`config.mk`:
```
export PLATFORM = sky130hd
export DESIGN_NAME = fp_add_norm_round
export DESIGN_NICKNAME = d
export VERILOG_FILES = /design/src/rtl/fp_pkg.sv /design/src/rtl/fp_round_rne.sv /design/src/rtl/fp_add_norm_round.sv
export SDC_FILE = /design/constraint.sdc
export NUM_CORES = 1
export LEC_CHECK = 0
export ABC_AREA = 1
export ABC_CLOCK_PERIOD_IN_PS = 2050
export CAP_MARGIN = 20
export CORE_ASPECT_RATIO = 1.75
export CORE_MARGIN = 4
export CORE_UTILIZATION = 35
export CTS_BUF_LIST = sky130_fd_sc_hd__clkbuf_8 sky130_fd_sc_hd__clkbuf_16
export DETAILED_ROUTE_END_ITERATION = 10
export GPL_TIMING_DRIVEN = 1
export HOLD_SLACK_MARGIN = 0.06
export REMOVE_ABC_BUFFERS = 1
export SETUP_SLACK_MARGIN = 0.02
export SLEW_MARGIN = 30
export SYNTH_ARGS = -nofsm -noshare
export SYNTH_HDL_FRONTEND = slang
export SYNTH_SLANG_ARGS = --single-unit
export TNS_END_PERCENT = 50
```
`constraint.sdc`:
```
create_clock -name clk -period 2.05 [get_ports clk]
set_clock_uncertainty 0.05 [all_clocks]
set_input_delay 0.3075 -clock clk [delete_from_list [all_inputs] [get_ports clk]]
set_output_delay 0.3075 -clock clk [all_outputs]
set_load 0.02 [all_outputs]
```
`src/rtl/fp_pkg.sv`:
```
// Shared constants and state encoding for the single-precision add
// post-normalization/rounding stage.
//   EXP_W/FRAC_W/MW : default field widths (MW = internal mantissa width)
//   EXP_MAX         : all-ones exponent field (Inf/NaN)
//   QNAN_FRAC       : canonical quiet-NaN fraction
//   state_t         : control FSM states
package fp_pkg;
  localparam int unsigned EXP_W  = 8;
  localparam int unsigned FRAC_W = 23;
  localparam int unsigned MW     = FRAC_W + 5;

  localparam logic [EXP_W-1:0]  EXP_MAX   = '1;
  localparam logic [FRAC_W-1:0] QNAN_FRAC = {1'b1, {(FRAC_W-1){1'b0}}};

  typedef enum logic [1:0] {
    IDLE,
    SHIFT,
    ROUND,
    OUT
  } state_t;
endpackage

```
`src/rtl/fp_round_rne.sv`:
```
// Combinational round-to-nearest-even and IEEE-754 packing of a normalized
// (or denormal) mantissa.
//   i_sign    : result sign
//   i_exp     : biased exponent, one extra bit so overflow is visible
//   i_mant    : {hidden, frac[FRAC_W-1:0], G, R, S}
//   i_special : input exponent was all-ones (Inf/NaN pass-through)
//   i_zero    : exact zero sum
//   o_data    : packed {sign, exp, frac}
module fp_round_rne #(
  parameter int unsigned EXP_W  = 8,
  parameter int unsigned FRAC_W = 23
) (
  input  logic                    i_sign,
  input  logic [EXP_W:0]          i_exp,
  input  logic [FRAC_W+3:0]       i_mant,
  input  logic                    i_special,
  input  logic                    i_zero,
  output logic [EXP_W+FRAC_W:0]   o_data
);
  localparam logic [EXP_W:0]    EXP_INF    = {1'b0, {EXP_W{1'b1}}};
  localparam logic [EXP_W:0]    EXP_INC    = {{EXP_W{1'b0}}, 1'b1};
  localparam logic [EXP_W-1:0]  EXP_DEN_UP = {{(EXP_W-1){1'b0}}, 1'b1};
  localparam logic [FRAC_W-1:0] QNAN       = {1'b1, {(FRAC_W-1){1'b0}}};

  logic                w_hidden;
  logic                w_inc;
  logic [FRAC_W-1:0]   w_frac;
  logic [FRAC_W+1:0]   w_sum;
  logic [EXP_W:0]      w_exp_rnd;

  always_comb begin
    w_hidden  = i_mant[FRAC_W+3];
    w_frac    = i_mant[FRAC_W+2:3];
    w_inc     = i_mant[2] & (i_mant[1] | i_mant[0] | w_frac[0]);
    // {carry, hidden, frac} after the rounding increment
    w_sum     = {1'b0, w_hidden, w_frac} + {{(FRAC_W+1){1'b0}}, w_inc};
    w_exp_rnd = w_sum[FRAC_W+1] ? i_exp + EXP_INC : i_exp;
    o_data    = '0;

    if (i_special) begin
      o_data = {i_sign, {EXP_W{1'b1}}, (w_frac != '0) ? QNAN : {FRAC_W{1'b0}}};
    end else if (i_zero) begin
      o_data = '0;
    end else if (!w_hidden) begin
      // Denormal: rounding up into the hidden bit makes it the smallest normal
      if (w_sum[FRAC_W]) begin
        o_data = {i_sign, EXP_DEN_UP, w_sum[FRAC_W-1:0]};
      end else begin
        o_data = {i_sign, {EXP_W{1'b0}}, w_sum[FRAC_W-1:0]};
      end
    end else if (w_exp_rnd >= EXP_INF) begin
      o_data = {i_sign, {EXP_W{1'b1}}, {FRAC_W{1'b0}}};
    end else begin
      // On carry-out the low fraction bits of w_sum are already zero
      o_data = {i_sign, w_exp_rnd[EXP_W-1:0], w_sum[FRAC_W-1:0]};
    end
  end
endmodule

```
`src/rtl/fp_add_norm_round.sv`:
```
// Sequential post-add stage: normalizes a raw sum one left-shift per cycle,
// rounds to nearest-even and packs an IEEE-754 word.
//   clk, rst             : clock, asynchronous active-high reset
//   in_valid/in_ready    : raw-sum handshake (ready only when idle)
//   in_sign/in_exp       : sum sign, biased exponent of larger operand
//   in_mant              : {carry, hidden, frac, G, R, S}
//   out_valid/out_ready  : result handshake
//   out_data             : packed {sign, exp, frac}
module fp_add_norm_round #(
  parameter int unsigned EXP_W  = fp_pkg::EXP_W,
  parameter int unsigned FRAC_W = fp_pkg::FRAC_W
) (
  input  logic                   clk,
  input  logic                   rst,
  input  logic                   in_valid,
  output logic                   in_ready,
  input  logic                   in_sign,
  input  logic [EXP_W-1:0]       in_exp,
  input  logic [FRAC_W+4:0]      in_mant,
  output logic                   out_valid,
  input  logic                   out_ready,
  output logic [EXP_W+FRAC_W:0]  out_data
);
  import fp_pkg::*;

  localparam int unsigned  MANT_W  = FRAC_W + 5;
  localparam logic [EXP_W:0] EXP_ONE = {{EXP_W{1'b0}}, 1'b1};

  state_t                  r_state;
  logic                    r_sign;
  logic                    r_special;
  logic                    r_zero;
  logic                    r_out_valid;
  logic [EXP_W:0]          r_exp;
  // Carry bit is folded away at capture, so only {hidden..S} is kept
  logic [MANT_W-2:0]       r_mant;
  logic [EXP_W+FRAC_W:0]   r_out_data;

  logic [EXP_W:0]          w_in_exp_ext;
  logic [EXP_W:0]          w_exp_dec;
  logic [MANT_W-2:0]       w_mant_shl;
  logic [MANT_W-2:0]       w_carry_mant;
  logic [EXP_W+FRAC_W:0]   w_rounded;

  always_comb begin
    w_in_exp_ext = {1'b0, in_exp};
    w_exp_dec    = r_exp - EXP_ONE;
    w_mant_shl   = {r_mant[MANT_W-3:0], 1'b0};
    // Right shift by one on carry; the dropped bit joins the sticky bit
    w_carry_mant = {in_mant[MANT_W-1:2], in_mant[1] | in_mant[0]};
    in_ready     = (r_state == IDLE);
    out_valid    = r_out_valid;
    out_data     = r_out_data;
  end

  fp_round_rne #(
    .EXP_W  (EXP_W),
    .FRAC_W (FRAC_W)
  ) u_round (
    .i_sign    (r_sign),
    .i_exp     (r_exp),
    .i_mant    (r_mant),
    .i_special (r_special),
    .i_zero    (r_zero),
    .o_data    (w_rounded)
  );

  always_ff @(posedge clk or posedge rst) begin
    if (rst) begin
      r_state     <= IDLE;
      r_sign      <= 1'b0;
      r_special   <= 1'b0;
      r_zero      <= 1'b0;
      r_out_valid <= 1'b0;
      r_exp       <= '0;
      r_mant      <= '0;
      r_out_data  <= '0;
    end else begin
      case (r_state)
        IDLE: begin
          if (in_valid) begin
            r_sign    <= in_sign;
            r_exp     <= w_in_exp_ext;
            r_mant    <= in_mant[MANT_W-2:0];
            r_special <= 1'b0;
            r_zero    <= 1'b0;
            r_state   <= ROUND;
            if (in_exp == '1) begin
              r_special <= 1'b1;
            end else if (in_mant == '0) begin
              r_zero <= 1'b1;
            end else if (in_mant[MANT_W-1]) begin
              r_mant <= w_carry_mant;
              r_exp  <= w_in_exp_ext + EXP_ONE;
            end else if (!in_mant[MANT_W-2] && (w_in_exp_ext > EXP_ONE)) begin
              r_state <= SHIFT;
            end
          end
        end
        SHIFT: begin
          // Exit is decided on the post-shift value so every SHIFT cycle shifts
          r_mant <= w_mant_shl;
          r_exp  <= w_exp_dec;
          if (w_mant_shl[MANT_W-2] || (w_exp_dec == EXP_ONE)) begin
            r_state <= ROUND;
          end
        end
        ROUND: begin
          r_out_data  <= w_rounded;
          r_out_valid <= 1'b1;
          r_state     <= OUT;
        end
        OUT: begin
          if (out_ready) begin
            r_out_valid <= 1'b0;
            r_state     <= IDLE;
          end
        end
        default: r_state <= IDLE;
      endcase
    end
  end
endmodule
```
# == Yosys cells after proc, flatten, opt, wreduce, memory -nomap -nowiden ==
# Cells that the tools add are included.
# totals
wordCells,68
regBits,74
in_bits,41
output_inout_bits,34
# classes
bitwise,4
order_cmp,2
reduce_logical,12
n_addsub,4
n_eq_ne,8
n_mux,30
# ops
operator,n
27-bit 2-to-1 mux,4
32-bit 2-to-1 mux,2
31-bit 2-to-1 mux,2
27-bit case mux with 2 select lines,1
9-bit 2-to-1 mux,5
28-bit zero test,1
24-bit by 1-bit adder with 25-bit output,1
24-bit 2-to-1 mux,1
23-bit 2-to-1 mux,1
23-bit nonzero test,1
9-bit case mux with 2 select lines,1
2-bit 2-to-1 mux,7
"8-bit by 1-bit adder with 9-bit output, second input constant",1
"9-bit by 1-bit adder with 9-bit output, second input constant",1
"9-bit by 1-bit equality test with 1-bit output, second input constant",1
"9-bit by 8-bit >= comparator with 1-bit output, second input constant",1
"9-bit by 1-bit subtractor with 9-bit output, second input constant",1
"8-bit equality test, second input constant",1
"8-bit by 1-bit > comparator with 1-bit output, second input constant",1
2-bit case mux with 4 select lines,1
"2-bit inequality test, second input constant",3
2-bit AND reduction,3
"2-bit equality test, second input constant",2
1-bit 2-to-1 mux,4
other kinds (10),13

# == Longest topological paths before layout ==
# depth
depth_word,10
ltp_mapped,19
ltp_nobuf,17

# == By module ==
# Synthesis repeated with hierarchy kept, for this count alone.
# unflattened
hier_cells,720
area_unflattened_um2,5571.6
# modules_own_cells
module,area_each_um2,instances,cells_each,seq_area_each_um2
fp_add_norm_round,4043.9,1,460,1851.8
fp_round_rne,1527.7,1,260,0.0

# == Worst setup path before layout ==
# No wires, ideal clock.
# synth_path
kind,reg2reg
startpoint,register r_mant[3]
endpoint,"register r_out_data[17], in the netlist out_data[17]"
path_stages_with_launch,17
synth_period_minus_slack_ps,2282
path_slack_ps,-232
arrival_ps,2105
path_buffers,2
setup_ps,128
cell_sequence,dfrtp_1 > nand2_1 > inv_1 > ha_1 > nand2_2 > nor2_2 > nand3_2 > nor2_4 > buf_6 > nand4_1 > xor2_1 > clkinv_4 > nand2_4 > nand2_4 > nand2_4 > buf_12 > o21ai_2
# synth_between
elab_chain_cells,9
elab_cells_between_ends,10
# synth_lines
item,line,source
from (decl),fp_add_norm_round.sv:36,logic [MANT_W-2:0] r_mant;
from (signal assigned),fp_add_norm_round.sv:84,r_mant <= in_mant[MANT_W-2:0];
from (signal assigned),fp_add_norm_round.sv:93,r_mant <= w_carry_mant;
from (signal assigned),fp_add_norm_round.sv:102,r_mant <= w_mant_shl;
1-bit OR,fp_round_rne.sv:34,w_inc = i_mant[2] & (i_mant[1] | i_mant[0] | w_frac[0]);
1-bit bitwise AND,fp_round_rne.sv:34,
24-bit by 1-bit adder with 25-bit output (*),fp_round_rne.sv:36,"w_sum = {1'b0, w_hidden, w_frac} + {{(FRAC_W+1){1'b0}}, w_inc};"
9-bit 2-to-1 mux,fp_round_rne.sv:37,w_exp_rnd = w_sum[FRAC_W+1] ? i_exp + EXP_INC : i_exp;
9-bit by 8-bit >= comparator with 1-bit output,fp_round_rne.sv:51,end else if (w_exp_rnd >= EXP_INF) begin
31-bit 2-to-1 mux,fp_round_rne.sv:51,
31-bit 2-to-1 mux (*),fp_round_rne.sv:44,end else if (!w_hidden) begin
32-bit 2-to-1 mux (*),fp_round_rne.sv:42,end else if (i_zero) begin
32-bit 2-to-1 mux (*),fp_round_rne.sv:40,if (i_special) begin
to (signal assigned),fp_add_norm_round.sv:109,r_out_data <= w_rounded;
to (decl),fp_add_norm_round.sv:37,logic [EXP_W+FRAC_W:0] r_out_data;
# Mark *: on every way between the ends. The rest lies on a longest branch, timed or not.
# A chain may end at the register's enable or synchronous reset.

# == Worst setup path in the final report ==
# layout_path
startpoint,register r_mant[2]
endpoint,"register r_out_data[14], in the netlist out_data[14]"
# layout_between
elab_chain_cells,8
elab_cells_between_ends,9
# layout_lines
item,line
1-bit bitwise AND (*),fp_round_rne.sv:34
24-bit by 1-bit adder with 25-bit output (*),fp_round_rne.sv:36
9-bit 2-to-1 mux,fp_round_rne.sv:37
9-bit by 8-bit >= comparator with 1-bit output,fp_round_rne.sv:51
31-bit 2-to-1 mux,fp_round_rne.sv:51
31-bit 2-to-1 mux (*),fp_round_rne.sv:44
32-bit 2-to-1 mux (*),fp_round_rne.sv:42
32-bit 2-to-1 mux (*),fp_round_rne.sv:40
# Marked as above.

==> qor.csv <==
stage;metric;value;unit
clocking;CTS tree;built;
sta;final worst slack;-276;ps
sta;final hold violation count;0;
clocking;TritonCTS buffer count;9;
sta;RSZ-0062 raised after global routing;true;
critical_path;Setup crit end kind;flip-flop;
placement;RD Place Congestion;0.907;
routing;via count;5396;
sta;Slew Viols, Final;0;
finish;area delta synth->final;47.1;%
sta;final setup violating endpoints;33;
logic_synthesis;top cells by area, synth;dfrtp_1 (37%), nand2_1 (8.1%), inv_1 (7.4%);
global_route;first-pass GRT wire length;27600;µm
routing;post-DR vias/cell;5.16;
power;Gate power share;59.5;%
status;outcome;finished, violations left;
sta;Slew @ Worst Pin;551;ps
power;Pwr Total;10.4;mW
critical_path;last element of the critical path;out_data[14]$_DFFE_PP0P_;
power;Clk pwr share;15.4;%
finish;layout cells sized above 1;25.2;%
finish;NumNets Final;916;
power;sw power;4.57;mW
critical_path;FF-to-FF Start;r_mant[2]$_DFFE_PP0P_;
placement;port bufs;74;
routing;Iter 0 DRT Violations;247;
critical_path;R2R Setup Slk;-280;ps
critical_path;Worst Setup SP;r_mant[2]$_DFFE_PP0P_;
die;Top Ports;75;
logic_synthesis;synth warn;0;
power;cell leakage power;3.44;nW
routing;routed length per placed instance;16.5;µm
logic_synthesis;Mapped Area;5030;µm²
logic_synthesis;Synth Area per Inst;7.43;µm²
sta;Fmax;430;MHz
logic_synthesis;synthesized flop and latch total;74;
status;failing checks;negative setup slack;
job;# Max-Cap Violations;0;
clocking;root buffer cell;clkbuf_16;
clocking;CTS Sinks;74;
die;Die Span X;98.6;µm
logic_synthesis;sequential element share of the synthesized area;36.8;%
power;PwrDens;1400;nW/µm²
global_route;GR Util All Layers;20.9;%
clocking;Clock Tree Buf Depth;2;
sta;Final period util;113;%
routing;DRC violations left;0;
die;Die Y;167;µm
critical_path;crit path max fanout;7;
global_route;vias in the first global route;5793;
worst_hold_path;Hold Path Class;in2async;
power;sw frac;44.2;%
finish;most common cell after layout, fill and taps aside;buf_4;
die;Die ar.;16400;µm²
global_route;largest net degree at the start of global routing;53;
power;Reg power frac;25.1;%
sta;Hold Slack;244;ps
finish;fin util;52.9;%
logic_synthesis;area leader, netlist;dfrtp_1;
finish;most frequent cells in the layout;buf_4 (117), nand2_1 (101), inv_1 (98);
routing;Final ANT Viol Nets;0;
critical_path;CP Class;reg2reg;
die;row count;57;
clocking;CTS H-tree lvls;3;
critical_path;CP Data Required Time;2220;ps
global_route;initial antenna violation count;0;
logic_synthesis;top cell type's share of synthesized area;36.8;%
placement;post-DP HPWL;12800;µm
logic_synthesis;Post-Synthesis Cells;677;
clocking;clock latency on the worst-skew pair;340;ps
sta;crit path time final;2330;ps
clocking;Hold Buf Count CTS;0;
critical_path;RR Endpoint;out_data[14]$_DFFE_PP0P_;
power;Peak VDD IR;0.518;mV
critical_path;Critical Path AT;2490;ps
finish;# diodes;0;
power;Pint;5.78;mW
routing;DRT Wirelength;17300;µm
die;Core Region;14000;µm²
routing;first drt pass iteration count;5;
critical_path;Critical Path Start Type;flip-flop;
global_route;gr ovfl total;0;
logic_synthesis;Cell variety after synth;38;
die;Starting Density;36.0;%
critical_path;Worst Reg-to-Reg Cells;16;
clocking;clock transition at the registers of the reported paths;60;ps
sta;Slew HR;63.2;%
## power groups by stage
stage	clock [mW]	sequential [mW]	combinational, mW
global route	1.68	2.70	6.70
floorplan	0	2.99	2.66
finish	1.59	2.60	6.17
CTS	1.62	2.60	6.06
global placement	0	2.58	5.51
detailed placement	0	2.61	5.60
## layout make-up
type / instances / area, µm²
clock inverters: 7 / 71.3
flip-flops and latches: 74 / 1850
repair buffers: 202 / 1860
clock buffers: 9 / 225
well taps: 177 / 221
multi-input cells: 475 / 2780
inverters: 102 / 388
fillers: 1339 / 6580
## synth_stat cells
cell type	count
o21ai_1	1
xor2_1	23
nand3_1	31
nand3_2	2
clkbuf_1	17
nand4_1	18
buf_2	4
o32ai_1	1
nor2_4	4
o31ai_1	1
dlygate4sd3_1	1
buf_6	2
buf_12	2
o21ai_2	20
a22oi_1	4
nand2_4	4
o211ai_1	2
o2bb2ai_1	1
clkinv_4	1
nor4_1	8
ha_1	11
nand2_1	109
nor2_1	73
nor3_1	15
o21ai_0	68
dfrtp_1	74
xnor2_1	1
a21oi_1	32
nand3b_1	2
o22ai_1	6
or2_2	1
clkinv_1	1
nand2_2	10
o2111ai_1	1
nor2_2	4
inv_2	1
o221ai_1	22
inv_1	99
## per-stage QoR
| stage | setup slack (ps) | cells | setup TNS, ps | cell area [µm²] |
|---|---|---|---|---|
| after CTS | -277 | 1042 | -7630 | 7310 |
| after floorplan | -1940 | 651 | -79210 | 4870 |
| after global routing | -407 | 1046 | -12190 | 7390 |
| after global placement | -308 | 1013 | -13360 | 6730 |
| after detailed placement | -341 | 1013 | -18180 | 6730 |
| final | -276 | 1046 | -7530 | 7390 |
## cells by family after synthesis
kind of cell | after synthesis | synth area share [%]
AO/OA/AOI/OAI | 159 | 19.7
XOR/XNOR | 24 | 4.18
adder cells (fa/ha/maj) | 11 | 2.74
buffers and inverters | 128 | 10.8
flip-flops | 74 | 36.8
AND/OR/NAND/NOR | 281 | 25.8
## worst min path at each step
stage,endpoint,cells after the start,slack [ps],from
after floorplan,r_sign$_DFFE_PP0P_,2,370,in_sign
after global placement,r_sign$_DFFE_PP0P_,2,410,r_sign$_DFFE_PP0P_
after detailed placement,r_sign$_DFFE_PP0P_,2,420,r_sign$_DFFE_PP0P_
after CTS,r_state[1]$_DFFE_PP0P_,2,260,rst
after global routing,r_state[1]$_DFFE_PP0P_,2,280,rst
final,out_data[18]$_DFFE_PP0P_,2,240,rst
## routing by layer
layer	vias to the layer above	routed length (µm)	part of all wire (%)	global-route usage (%)
met3	44	557	3.2	2.43
met1	2589	6060	35	19.9
li1	2632	-	-	-
met5	-	0	0	0
met4	0	866	5.0	11.4
met2	131	9810	57	41.8
## worst max-delay path: stages (launching register included)
cell and delay (ps):
dfrtp_1 360, nand2_2 70, inv_2 80, ha_4 140
nand2_4 60, nor2_4 90, nand3_2 100, nor2_4 190
buf_12 160, nand4_1 130, xor2_2 240, clkinv_4 80
nand2_4 70, nand2_4 70, nand2_8 120, buf_12 140
o21ai_2 50
## state kept, by name, summed over array words and instances, names as in the netlist
name / count
r_state: 2
r_zero: 1
r_exp: 9
r_special: 1
r_sign: 1
r_mant: 27
out_valid: 1
out_data: 32
## repair_timing
action / 4_1_cts / 5_1_grt
setup endpoints to repair: 35 / 62
gates cloned: 4 / 0
buffers inserted: 9 / 4
resized for setup: 25 / 14
endpoints found under the hold margin: 0 / 0
pin swaps: 18 / 7
(Power assumes the default switching activity.)
